### config.mk
export PLATFORM = sky130hd
export DESIGN_NAME = conv_window_gen
export DESIGN_NICKNAME = d
export VERILOG_FILES = /design/src/rtl/cnn_pkg.sv /design/src/rtl/line_buffer.sv /design/src/rtl/conv_window_gen.sv
export SDC_FILE = /design/constraint.sdc
export NUM_CORES = 2
export LEC_CHECK = 0
export ABC_AREA = 1
export CAP_MARGIN = 20
export CELL_PAD_IN_SITES_DETAIL_PLACEMENT = 0
export CELL_PAD_IN_SITES_GLOBAL_PLACEMENT = 1
export CORE_UTILIZATION = 35
export CTS_BUF_LIST = sky130_fd_sc_hd__clkbuf_16
export CTS_CLUSTER_DIAMETER = 80
export CTS_CLUSTER_SIZE = 16
export DETAILED_ROUTE_END_ITERATION = 8
export MAX_ROUTING_LAYER = met4
export PLACE_DENSITY = 0.67
export REMOVE_ABC_BUFFERS = 1
export SYNTH_ARGS = -nofsm -noshare
export SYNTH_HDL_FRONTEND = slang
export SYNTH_SLANG_ARGS = --single-unit
### constraint.sdc
create_clock -name clk -period 45.4 [get_ports clk]
set_clock_uncertainty 0.2 [all_clocks]
set_input_delay 11.35 -clock clk [delete_from_list [all_inputs] [get_ports clk]]
set_output_delay 11.35 -clock clk [all_outputs]
set_load 0.02 [all_outputs]
### src/rtl/cnn_pkg.sv
// Shared types for the convolution datapath: Q5.10 pixels and the KxK window.
// The window producer and the dot-product block agree on window_t.
package cnn_pkg;

   localparam int unsigned DATA_W = 16;
   localparam int unsigned FRAC_W = 10;
   localparam int unsigned K      = 5;

   typedef logic signed [DATA_W-1:0] pixel_t;
   typedef pixel_t window_t [0:K*K-1];

   // Row-major flat index of window element (r, c).
   function automatic int unsigned win_idx(input int unsigned r, input int unsigned c,
                                           input int unsigned k);
      return r * k + c;
   endfunction

endpackage

### src/rtl/line_buffer.sv
// Single-row delay line advanced by the accepted-pixel strobe.
// A depth of zero degenerates to a wire (image exactly one kernel wide).
module line_buffer #(
   parameter int unsigned DATA_W = 16,
   parameter int unsigned DEPTH  = 27
) (
   input  logic                     clk,
   input  logic                     shift,
   input  logic signed [DATA_W-1:0] din,
   output logic signed [DATA_W-1:0] dout
);

   if (DEPTH == 0) begin : g_wire
      assign dout = din;
   end else begin : g_delay
      logic signed [DATA_W-1:0] sr_q [DEPTH];

      always_ff @(posedge clk) begin
         if (shift) begin
            sr_q[0] <= din;
            for (int i = 1; i < int'(DEPTH); i++) begin
               sr_q[i] <= sr_q[i-1];
            end
         end
      end

      assign dout = sr_q[DEPTH-1];
   end

endmodule

### src/rtl/conv_window_gen.sv
// Raster-stream to KxK sliding-window generator (stride 1, no padding).
// A KxK register array plus K-1 line buffers keeps every window column aligned.
module conv_window_gen #(
   parameter int unsigned DATA_W = cnn_pkg::DATA_W,
   parameter int unsigned K      = cnn_pkg::K,
   parameter int unsigned IMG_W  = 32,
   parameter int unsigned IMG_H  = 32
) (
   input  logic                     clk,
   input  logic                     rst_n,
   input  logic                     clear,
   input  logic                     in_valid,
   output logic                     in_ready,
   input  logic signed [DATA_W-1:0] in_pixel,
   output logic                     out_valid,
   input  logic                     out_ready,
   output logic signed [DATA_W-1:0] out_window [0:K*K-1],
   output logic                     out_last,
   output logic                     frame_done
);

   import cnn_pkg::*;

   localparam int unsigned CW = (IMG_W > 1) ? $clog2(IMG_W) : 1;
   localparam int unsigned RW = (IMG_H > 1) ? $clog2(IMG_H) : 1;

   logic [CW-1:0] col_q, col_d;
   logic [RW-1:0] row_q, row_d;
   logic          out_valid_q, out_valid_d;
   logic          out_last_q, out_last_d;
   logic          frame_done_q, frame_done_d;
   logic          shift, col_end, row_end, win_done;

   logic signed [DATA_W-1:0] win_q  [K][K];
   logic signed [DATA_W-1:0] col_in [K];
   logic signed [DATA_W-1:0] lb_out [K-1];

   assign in_ready = !out_valid_q || out_ready;
   // clear wins over a concurrent handshake, so that pixel never shifts in
   assign shift    = in_valid && in_ready && !clear;
   assign col_end  = (col_q == CW'(IMG_W - 1));
   assign row_end  = (row_q == RW'(IMG_H - 1));
   assign win_done = (row_q >= RW'(K - 1)) && (col_q >= CW'(K - 1));

   always_comb begin
      col_d        = col_q;
      row_d        = row_q;
      out_valid_d  = out_valid_q;
      out_last_d   = out_last_q;
      frame_done_d = 1'b0;
      if (clear) begin
         col_d       = '0;
         row_d       = '0;
         out_valid_d = 1'b0;
         out_last_d  = 1'b0;
      end else begin
         if (out_valid_q && out_ready) begin
            out_valid_d  = 1'b0;
            out_last_d   = 1'b0;
            frame_done_d = out_last_q;
         end
         if (shift) begin
            col_d = col_end ? '0 : col_q + CW'(1);
            if (col_end) begin
               row_d = row_end ? '0 : row_q + RW'(1);
            end
            if (win_done) begin
               out_valid_d = 1'b1;
               out_last_d  = col_end && row_end;
            end
         end
      end
   end

   always_ff @(posedge clk or negedge rst_n) begin
      if (!rst_n) begin
         col_q        <= '0;
         row_q        <= '0;
         out_valid_q  <= 1'b0;
         out_last_q   <= 1'b0;
         frame_done_q <= 1'b0;
      end else begin
         col_q        <= col_d;
         row_q        <= row_d;
         out_valid_q  <= out_valid_d;
         out_last_q   <= out_last_d;
         frame_done_q <= frame_done_d;
      end
   end

   // Row r's evicted column, delayed one image row, becomes row r-1's newest column.
   for (genvar r = 0; r < int'(K) - 1; r++) begin : g_lb
      line_buffer #(
         .DATA_W (DATA_W),
         .DEPTH  (IMG_W - K)
      ) u_line_buffer (
         .clk   (clk),
         .shift (shift),
         .din   (win_q[r+1][0]),
         .dout  (lb_out[r])
      );
   end

   always_comb begin
      for (int r = 0; r < int'(K) - 1; r++) begin
         col_in[r] = lb_out[r];
      end
      col_in[K-1] = in_pixel;
   end

   always_ff @(posedge clk) begin
      if (shift) begin
         for (int r = 0; r < int'(K); r++) begin
            for (int c = 0; c < int'(K) - 1; c++) begin
               win_q[r][c] <= win_q[r][c+1];
            end
            win_q[r][K-1] <= col_in[r];
         end
      end
   end

   always_comb begin
      for (int r = 0; r < int'(K); r++) begin
         for (int c = 0; c < int'(K); c++) begin
            out_window[win_idx(r, c, K)] = win_q[r][c];
         end
      end
   end

   assign out_valid  = out_valid_q;
   assign out_last   = out_last_q;
   assign frame_done = frame_done_q;

endmodule

==> flow_summary.yaml <==
status:
  outcome: "finished clean"
finish:
  syn_to_final_growth_pct: 18.8
  drive_above_1_share_pct: 7.99
  multiInputGateArea_sq_um: 378
  final_cell_mix: "edfxtp_1, clkdlybuf4s50_1, clkbuf_16"
  final-seq-area_sq_um: 64200
  fillers: 15600
  mostFrequentLayoutCell: "edfxtp_1"
  fin_util_pct: 41.9
  num-nets-final: 2858
critical_path:
  critPathMaxFanout: 5
  reg2reg_to: "g_lb[1].u_line_buffer.g_delay.sr_q[1][6]"
  crit_family: "buffers and inverters"
  worstSetupStartpointType: "input port"
  cp.depth: 4
  cp_cell_sequence: "clkdlybuf4s50_1 > inv_2 > nand2_4 > clkdlybuf4s50_1"
  max_stage_delay_ns: 0.61
  endpoint: "in_ready"
  end_kind: "primary output"
  crit_type: "in -> out"
  crit_arrival_ns: 12.64
  crit_start: "out_ready"
  crit_path_frequent_cell: "clkdlybuf4s50_1"
  crit_required_ns: 33.85
  r2r_cells: 7
  worst-path-buf-inv: 3
  r2r_slack_ns: 40.09
  r2r-start: "out_valid"
  critical-path-slowest-cell: "clkdlybuf4s50_1"
yosys:
  syn_inst: 2218
  ys_types: 23
  synth_compound_area_share_pct: 0.110
  synthTopCellsByArea: "edfxtp_1, dfrtp_1, ha_1"
  synth_top_area_share_pct: 98.8
  synth_top_family_by_area: "simple AND/OR/NAND/NOR gates"
  ys_seq_area_share_pct: 99.3
  ys_ff_latch: 2141
  syn_area_sq_um: 64700
  synthMuxAreaShare_pct: 0
  synth-simple-area-share_pct: 0.344
  yosys_warnings: 0
  synthAdderAreaFrac_pct: 0.116
  post-synth-top-area-cell: "edfxtp_1"
  synth_xor_xnor_area_share_pct: 0.0135
  syn_avg_cell_area_sq_um: 29.2
timing:
  relSlewSlack_pct: 29.4
  finalMaxSlewViolations: 0
  hold_violations: 0
  grt_setup_unrepaired: "false"
  setup_tns_ns: 0
  min_period_ns: 24.19
  fmax_mhz: 41.3
  worst_hold_slack_ns: 0.197
  finalSetupViolCount: 0
  fin_crit_sh_pct: 53.3
  worstMarginPinSlew_ns: 1.06
floorplan:
  die_h_microns: 432
  core_sq_um: 183000
  initial_core_util_pct: 35.3
  die-area_sq_um: 186000
  ioPinCount: 425
  die_w_microns: 432
  fp-row-count: 157
clock_network:
  cts-root-buf: "clkbuf_16"
  path_clk_slew_ns: 0.07
  cts_sinks: 2141
  cts-buffers-inserted: 159
  htree_num_levels: 4
  cts_tree: "built"
  worstSkewPairLatency_ns: 0.78
  post_cts_buffers: 0
  ctsResizeCount: 0
  clockBufferDepth: 3
  cts-hold-fix-buffers: 0
global_routing:
  grt-ovfl-total: 0
  grt_use_total_pct: 8.59
  grt_pass1_wl_microns: 124000
  grt_antenna_before_repair: 2
  grt_max_degree: 214
  grt_pass1_vias: 22000
power:
  power.total_uw: 3650
  ir_drop_mv: 0.0336
  leakagePower_uw: 0.0244
  power_density_nw_per_um2: 47.5
run:
  cap_violations: 0
detailed_routing:
  wl_per_cell_microns: 14.8
  ant_nets: 0
  via_per_inst: 4.17
  drc: 0
  wl_microns: 78900
  firstDrtPassIters: 6
  drt_iter0_drc: 1780
  vias: 22300
worst_hold_path:
  worstHoldPathType: "reg -> reg"
placement:
  hpwl_microns: 37100
  portBuffers: 424
  gp_congestion: 0.688
layout make-up:
type / count / share of cell area (%)
clock buffers: 162 / 5.28
inverters: 13 / 0.0782
clock inverters: 45 / 0.541
repair buffers: 452 / 6.01
well taps: 2464 / 4.01
multi-input cells: 64 / 0.492
flip-flops and latches: 2141 / 83.6
diodes: 3 / 0.00977
sequential cells by signal, indices dropped and copies added (netlist names):
name	count
g_lb.u_line_buffer.g_delay.sr_q	1728
win_q	400
col_q	5
row_q	5
frame_done	1
out_last	1
out_valid	1
synth_stat cells, drive strengths merged:
cell and count:
a21boi 1, a21oi 5, clkinv 1, dfrtp 13
edfxtp 2128, ha 6, inv 12, nand2 22
nand3 10, nor2 11, o211ai 1, o21ai 5
o22ai 1, or2 1, xor2 1
per-layer routing:
layer	global-route usage [%]	wire [microns]	up-vias
met1	11.9	37100	11500
met5	-	0	-
met3	2.70	4350	182
met4	3.59	2520	0
met2	11.6	35000	450
li1	-	-	10200
cells by family after synthesis:
family          after synthesis
simple gates                 44
flops                      2141
compound gates               13
xor+xnor                      1
fa+ha+maj                     6
buf+inv                      13
power breakdown:
part	leakage, uW	internal [uW]	switching (uW)
Combinational	0.00204	25.2	58.0
Clock	0.00225	651	636
Sequential	0.0201	2250	22.1
worst min-delay path by stage:
stage                                                          start                                    endpoint  slack (ns)  depth (start not counted)
after floorplan            g_lb[0].u_line_buffer.g_delay.sr_q[0][84]  g_lb[0].u_line_buffer.g_delay.sr_q[0][100]        0.20                          0
after global placement    g_lb[1].u_line_buffer.g_delay.sr_q[0][164]  g_lb[1].u_line_buffer.g_delay.sr_q[0][180]        0.20                          0
after detailed placement   g_lb[0].u_line_buffer.g_delay.sr_q[0][97]  g_lb[0].u_line_buffer.g_delay.sr_q[0][113]        0.20                          0
after CTS                  g_lb[2].u_line_buffer.g_delay.sr_q[1][31]   g_lb[2].u_line_buffer.g_delay.sr_q[1][47]        0.19                          0
after global routing       g_lb[2].u_line_buffer.g_delay.sr_q[1][93]  g_lb[2].u_line_buffer.g_delay.sr_q[1][109]        0.20                          0
final                      g_lb[2].u_line_buffer.g_delay.sr_q[1][31]   g_lb[2].u_line_buffer.g_delay.sr_q[1][47]        0.20                          0
through the flow:
step	setup WS, ns	area [sq um]	instances
2_1_floorplan	-9.82	64700	2218
3_3_place_gp	21.17	72200	5127
3_5_place_dp	21.22	72200	5127
4_1_cts	21.21	76700	5334
5_1_grt	21.18	76800	5342
6_report	21.21	76800	5344
Power figures use the tool's default switching activity.
